===== config.mk =====
export PLATFORM = sky130hd
export DESIGN_NAME = uart_rx
export DESIGN_NICKNAME = d
export VERILOG_FILES = /design/src/rtl/uart_rx.sv
export SDC_FILE = /design/constraint.sdc
export NUM_CORES = 1
export LEC_CHECK = 0
export ABC_CLOCK_PERIOD_IN_PS = 5400
export CAP_MARGIN = 20
export CORE_ASPECT_RATIO = 1.2
export CORE_MARGIN = 2
export CORE_UTILIZATION = 30
export CTS_CLUSTER_DIAMETER = 120
export DETAILED_ROUTE_END_ITERATION = 8
export GPL_TIMING_DRIVEN = 0
export PLACE_DENSITY = 0.46
export SETUP_SLACK_MARGIN = 0.1
export SLEW_MARGIN = 40
export SYNTH_ARGS = -nofsm -noshare
export SYNTH_HDL_FRONTEND = slang
export SYNTH_SLANG_ARGS = --single-unit

===== constraint.sdc =====
create_clock -name clk -period 5.4 [get_ports clk]
set_clock_uncertainty 0.05 [all_clocks]
set_input_delay 0.54 -clock clk [delete_from_list [all_inputs] [get_ports clk]]
set_output_delay 0.54 -clock clk [all_outputs]
set_load 0.01 [all_outputs]

===== src/rtl/uart_rx.sv =====
`timescale 1ns/1ps
// uart_rx: 8N1 asynchronous serial receiver.
//   Deserialises start + 8 data bits (LSB first) + 1 stop bit from rx, holds
//   the last good byte with a sticky valid/ack handshake, and flags framing
//   errors and overruns. Bit timing is derived from freq/baud
//   (C = freq/baud clocks per bit, sampled at H = C/2 into each bit).
// Parameters:
//   freq      system clock frequency in Hz
//   baud      line bit rate
// Ports:
//   clk       system clock, rising edge
//   rst_n     asynchronous active-low reset
//   rx        serial line, idle high, asynchronous to clk
//   ack       consumer took data; clears valid and overrun
//   data      last good byte received
//   valid     sticky, set on frame completion, cleared by ack
//   frame_err one-cycle pulse when the stop bit samples low
//   overrun   sticky, a byte completed while valid was already high
//   busy      receiver is not idle
// Build option:
//   UART_RX_MAJORITY_EN  each sample is the 2-of-3 majority of rx_s over the
//                        nominal sample cycle and the two cycles before it.
module uart_rx #(
    parameter int unsigned freq = 27000000,
    parameter int unsigned baud = 3000000
) (
    input  logic       clk,
    input  logic       rst_n,
    input  logic       rx,
    input  logic       ack,
    output logic [7:0] data,
    output logic       valid,
    output logic       frame_err,
    output logic       overrun,
    output logic       busy
);

    localparam int unsigned CLKS_PER_BIT = freq / baud;
    localparam int unsigned HALF_BIT     = CLKS_PER_BIT / 2;
    localparam int unsigned CNT_W        = 8;
    localparam int unsigned IDX_W        = 3;
    localparam logic [CNT_W-1:0] BIT_LAST  = CNT_W'(CLKS_PER_BIT - 1);
    localparam logic [CNT_W-1:0] HALF_LAST = CNT_W'(HALF_BIT - 1);

    typedef enum logic [1:0] {
        ST_IDLE,
        ST_START,
        ST_DATA,
        ST_STOP
    } state_e;

    state_e           state_q, state_d;
    logic [CNT_W-1:0] cnt_q, cnt_d;
    logic [IDX_W-1:0] idx_q, idx_d;
    logic [7:0]       shift_q, shift_d;
    logic [7:0]       data_q, data_d;
    logic             valid_q, valid_d;
    logic             frame_err_q, frame_err_d;
    logic             overrun_q, overrun_d;
    logic             busy_q, busy_d;

    logic rx_meta_q, rx_s_q, rx_d_q;
    logic sample_bit;

    // Two-flop synchroniser plus edge register; idle-high after reset.
    always_ff @(posedge clk or negedge rst_n) begin
        if (!rst_n) begin
            rx_meta_q <= 1'b1;
            rx_s_q    <= 1'b1;
            rx_d_q    <= 1'b1;
        end else begin
            rx_meta_q <= rx;
            rx_s_q    <= rx_meta_q;
            rx_d_q    <= rx_s_q;
        end
    end

`ifdef UART_RX_MAJORITY_EN
    logic rx_h1_q, rx_h2_q;

    // History of rx_s for the 2-of-3 vote.
    always_ff @(posedge clk or negedge rst_n) begin
        if (!rst_n) begin
            rx_h1_q <= 1'b1;
            rx_h2_q <= 1'b1;
        end else begin
            rx_h1_q <= rx_s_q;
            rx_h2_q <= rx_h1_q;
        end
    end

    assign sample_bit = (rx_s_q & rx_h1_q) | (rx_s_q & rx_h2_q) | (rx_h1_q & rx_h2_q);
`else
    assign sample_bit = rx_s_q;
`endif

    // State and output registers.
    always_ff @(posedge clk or negedge rst_n) begin
        if (!rst_n) begin
            state_q     <= ST_IDLE;
            cnt_q       <= '0;
            idx_q       <= '0;
            shift_q     <= '0;
            data_q      <= '0;
            valid_q     <= 1'b0;
            frame_err_q <= 1'b0;
            overrun_q   <= 1'b0;
            busy_q      <= 1'b0;
        end else begin
            state_q     <= state_d;
            cnt_q       <= cnt_d;
            idx_q       <= idx_d;
            shift_q     <= shift_d;
            data_q      <= data_d;
            valid_q     <= valid_d;
            frame_err_q <= frame_err_d;
            overrun_q   <= overrun_d;
            busy_q      <= busy_d;
        end
    end

    // Next-state and output logic.
    always_comb begin
        state_d     = state_q;
        cnt_d       = cnt_q;
        idx_d       = idx_q;
        shift_d     = shift_q;
        data_d      = data_q;
        valid_d     = valid_q;
        frame_err_d = 1'b0;
        overrun_d   = overrun_q;

        // ack is applied first so a coinciding completion overrides it.
        if (ack) begin
            valid_d   = 1'b0;
            overrun_d = 1'b0;
        end

        case (state_q)
            ST_IDLE: begin
                // Only a true 1->0 transition starts a frame, never a held-low line.
                if (rx_d_q && !rx_s_q) begin
                    state_d = ST_START;
                    cnt_d   = '0;
                end
            end
            ST_START: begin
                if (cnt_q == HALF_LAST) begin
                    cnt_d = '0;
                    if (!sample_bit) begin
                        state_d = ST_DATA;
                        idx_d   = '0;
                    end else begin
                        state_d = ST_IDLE;
                    end
                end else begin
                    cnt_d = cnt_q + CNT_W'(1);
                end
            end
            ST_DATA: begin
                if (cnt_q == BIT_LAST) begin
                    cnt_d          = '0;
                    shift_d[idx_q] = sample_bit;
                    if (idx_q == IDX_W'(7)) begin
                        state_d = ST_STOP;
                    end else begin
                        idx_d = idx_q + IDX_W'(1);
                    end
                end else begin
                    cnt_d = cnt_q + CNT_W'(1);
                end
            end
            ST_STOP: begin
                if (cnt_q == BIT_LAST) begin
                    cnt_d   = '0;
                    state_d = ST_IDLE;
                    if (sample_bit) begin
                        data_d  = shift_q;
                        valid_d = 1'b1;
                        if (valid_q && !ack) begin
                            overrun_d = 1'b1;
                        end
                    end else begin
                        frame_err_d = 1'b1;
                    end
                end else begin
                    cnt_d = cnt_q + CNT_W'(1);
                end
            end
            default: begin
                state_d = ST_IDLE;
            end
        endcase

        busy_d = (state_d != ST_IDLE);
    end

    assign data      = data_q;
    assign valid     = valid_q;
    assign frame_err = frame_err_q;
    assign overrun   = overrun_q;
    assign busy      = busy_q;

endmodule


==> run_results.csv <==
group,metric,value,unit
clocking,holdBufCountCts,0,
pwr,max-vdd-ir-drop,0.000188,V
logic_synthesis,netlist-cell-type-count,43,
setup_path,crit_path_start_kind,"register",
placement,gp_congestion,0.817,
global_route,grt_pass1_wl,6110,um
floorplan,initial_utilization,31.4,%
routing,routedWlPerCell,13.7,um
logic_synthesis,syn_inst,156,
logic_synthesis,syn_nets,164,
floorplan,core.rowCount,30,
routing,vias,1248,
pwr,power_density,363,nW/um2
placement,hpwl,2650,um
routing,drc,0,
logic_synthesis,yosysSeqAreaShare,50.6,%
clocking,cts_tree,"built",
routing,drt_first_pass_iters,4,
logic_synthesis,synth.ff_latch_count,36,
global_route,antenna_found_initial,0,
timing,worstMarginPinSlew,0.643,ns
timing,hold_violations,0,
clocking,htreeDepth,2,
global_route,grt_max_degree,24,
layout,utilization,37.9,%
run_status,status,"complete, no violations",
routing,viasPerCell,4.80,
logic_synthesis,syn-mean-instance-area,11.5,um2
layout,antenna_cells,0,
routing,ant_nets,0,
floorplan,fp.coreArea,5710,um2
setup_path,cp_max_fo,9,
clocking,insertion_delay,0.29,ns
routing,drt_iter0_markers,66,
timing,final_max_slew_viol_count,0,
timing,fmax,478,MHz
clocking,cts-buffers-inserted,5,
pwr,p_leak,0.989,nW
timing,period_share,38.7,%
floorplan,io_pins,16,
layout,final_common_cell,"dfrtp_1",
setup_path,critical_path_class,"reg -> reg",
flow_run,max_cap_viol_count,0,
hold_path,hold_path.class,"in -> async",
layout,nets,187,
timing,slew_headroom,56.6,%
logic_synthesis,yosys_warnings,0,
floorplan,die_w,74.5,um
global_route,grt_use_total,12.2,%
clocking,cts-root-buf,"clkbuf_8",
clocking,tritoncts_num_sinks,36,
clocking,post_cts_resized,0,
setup_path,ff2ff_path_depth,7,
placement,numPortBuffers,15,
setup_path,critPathCaptureType,"register",
clocking,postCtsSetupBuffers,0,
setup_path,crit_required,5.53,ns
timing,rsz0062_at_grt,"no",
routing,wirelength,3560,um
timing,setup-tns-final,0,ns
floorplan,fp.dieH,88.6,um
timing,fin_crit,2.09,ns
floorplan,die_area,6600,um2
timing,setup_viol,0,
layout,post_route_cells_drive_above_1_share,21.7,%
layout,final_cell_mix,"dfrtp_1 (33), nand2_1 (14), clkdlybuf4s50_1 (14)",
clocking,clk_pin_slew,0.08,ns
clocking,clock_path_buffers,2,
global_route,gr-total-overflow,0,
logic_synthesis,syn_area,1790,um2
global_route,first_global_vias,1258,
layout,area_growth_syn_to_layout,20.7,%
setup_path,critical_path_arrival,2.22,ns
metrics by stage:
step                      power (mW)  instance area, um2  setup WS, ns  std cells  hold WS, ns
after global placement         0.580                2040          2.91        251        0.297
after floorplan                0.516                1790          3.50        156        0.194
after CTS                      0.792                2150          3.29        260        0.110
final                          0.783                2160          3.31        260        0.104
after global routing           0.840                2160          3.20        260        0.120
after detailed placement       0.591                2060          3.30        252        0.298
per-layer routing:
metal	global-route usage, %	wire [um]
met1	14.8	1570
met2	20.8	1840
met3	3.76	120
met4	3.90	29
met5	0	0
logic make-up (layout without fill, tap and decap cells):
group	Yosys count	after routing	share of synthesized area, %
muxes	19	19	13.5
xor gates and xnor gates	1	1	0.490
buffers and inverters	16	40	4.89
and+or+nand+nor	53	53	17.5
DFF	36	36	50.6
AOI/OAI and AO/OA	27	27	10.3
adders and majority gates	4	4	2.80
sequential cells by signal, indices dropped and copies added, names as in the netlist:
signal,count
state_q,2
shift_q,8
valid,1
frame_err,1
rx_meta_q,1
overrun,1
data,8
idx_q,3
rx_d_q,1
cnt_q,8
rx_s_q,1
busy,1
path summary, 6_finish.rpt:
| check | startpoint | end | slack (ns) |
|---|---|---|---|
| setup / recovery | cnt_q[0] | data[0] | 3.31 |
| hold / removal | rst_n | data[4] | 0.10 |
| setup reg to reg | cnt_q[0] | data[0] | 3.31 |
| hold reg to reg | rx_meta_q | rx_s_q | 0.31 |
| max in group asynchronous | rst_n | cnt_q[4] | 4.76 |
| min in group clk | rx_meta_q | rx_s_q | 0.31 |
where the power goes:
group | total [mW] | internal (mW) | switching (mW)
clock network | 0.197 | 0.102 | 0.0952
logic | 0.249 | 0.0997 | 0.149
registers | 0.337 | 0.305 | 0.0329
total | 0.783 | 0.506 | 0.277
cells in the mapped netlist, drive strengths merged:
cell / instances / area share, %
dfrtp: 33 / 46
mux2: 17 / 12
nand2: 14 / 2.9
inv: 10 / 2.1
nor2: 8 / 1.7
buf: 5 / 2.6
nand4: 5 / 1.7
o21ai: 5 / 1.4
a21oi: 4 / 1.1
ha: 4 / 2.8
nor2b: 4 / 1.4
o22ai: 4 / 1.4
and3: 3 / 1.0
and4: 3 / 1.6
dfstp: 3 / 4.4
nand2b: 3 / 1.0
nand3: 3 / 0.84
nor3: 3 / 1.5
a21o: 2 / 0.84
a41oi: 2 / 0.98
and2: 2 / 0.70
mux2i: 2 / 1.1
nor4b: 2 / 1.8
o211ai: 2 / 0.84
a211o: 1 / 0.49
a211oi: 1 / 0.42
a22o: 1 / 0.49
a31oi: 1 / 0.35
and2b: 1 / 0.42
clkbuf: 1 / 0.21
nor3b: 1 / 0.42
nor4: 1 / 0.35
o2111ai: 1 / 0.49
o2bb2ai: 1 / 0.49
o31a: 1 / 0.49
o32ai: 1 / 0.49
xnor2: 1 / 0.49
area by class of cell:
| class | count | area, um2 |
|---|---|---|
| Fill cell | 591 | 3550 |
| Sequential cell | 36 | 905 |
| Multi-Input combinational cell | 104 | 802 |
| Timing Repair Buffer | 16 | 173 |
| Tap cell | 80 | 100 |
| Clock buffer | 6 | 82.6 |
| Buffer | 6 | 50.0 |
| Inverter | 10 | 37.5 |
| Clock inverter | 2 | 10.0 |
worst max-delay path, cell delays in order (launching register included):
cell and delay (ns):
dfrtp_1 0.44, inv_1 0.08, ha_1 0.16, nand2_1 0.13, nor4b_4 0.39, and4_4 0.28
buf_12 0.14, mux2_4 0.30
Note: power is estimated with default switching activity, not from simulation.
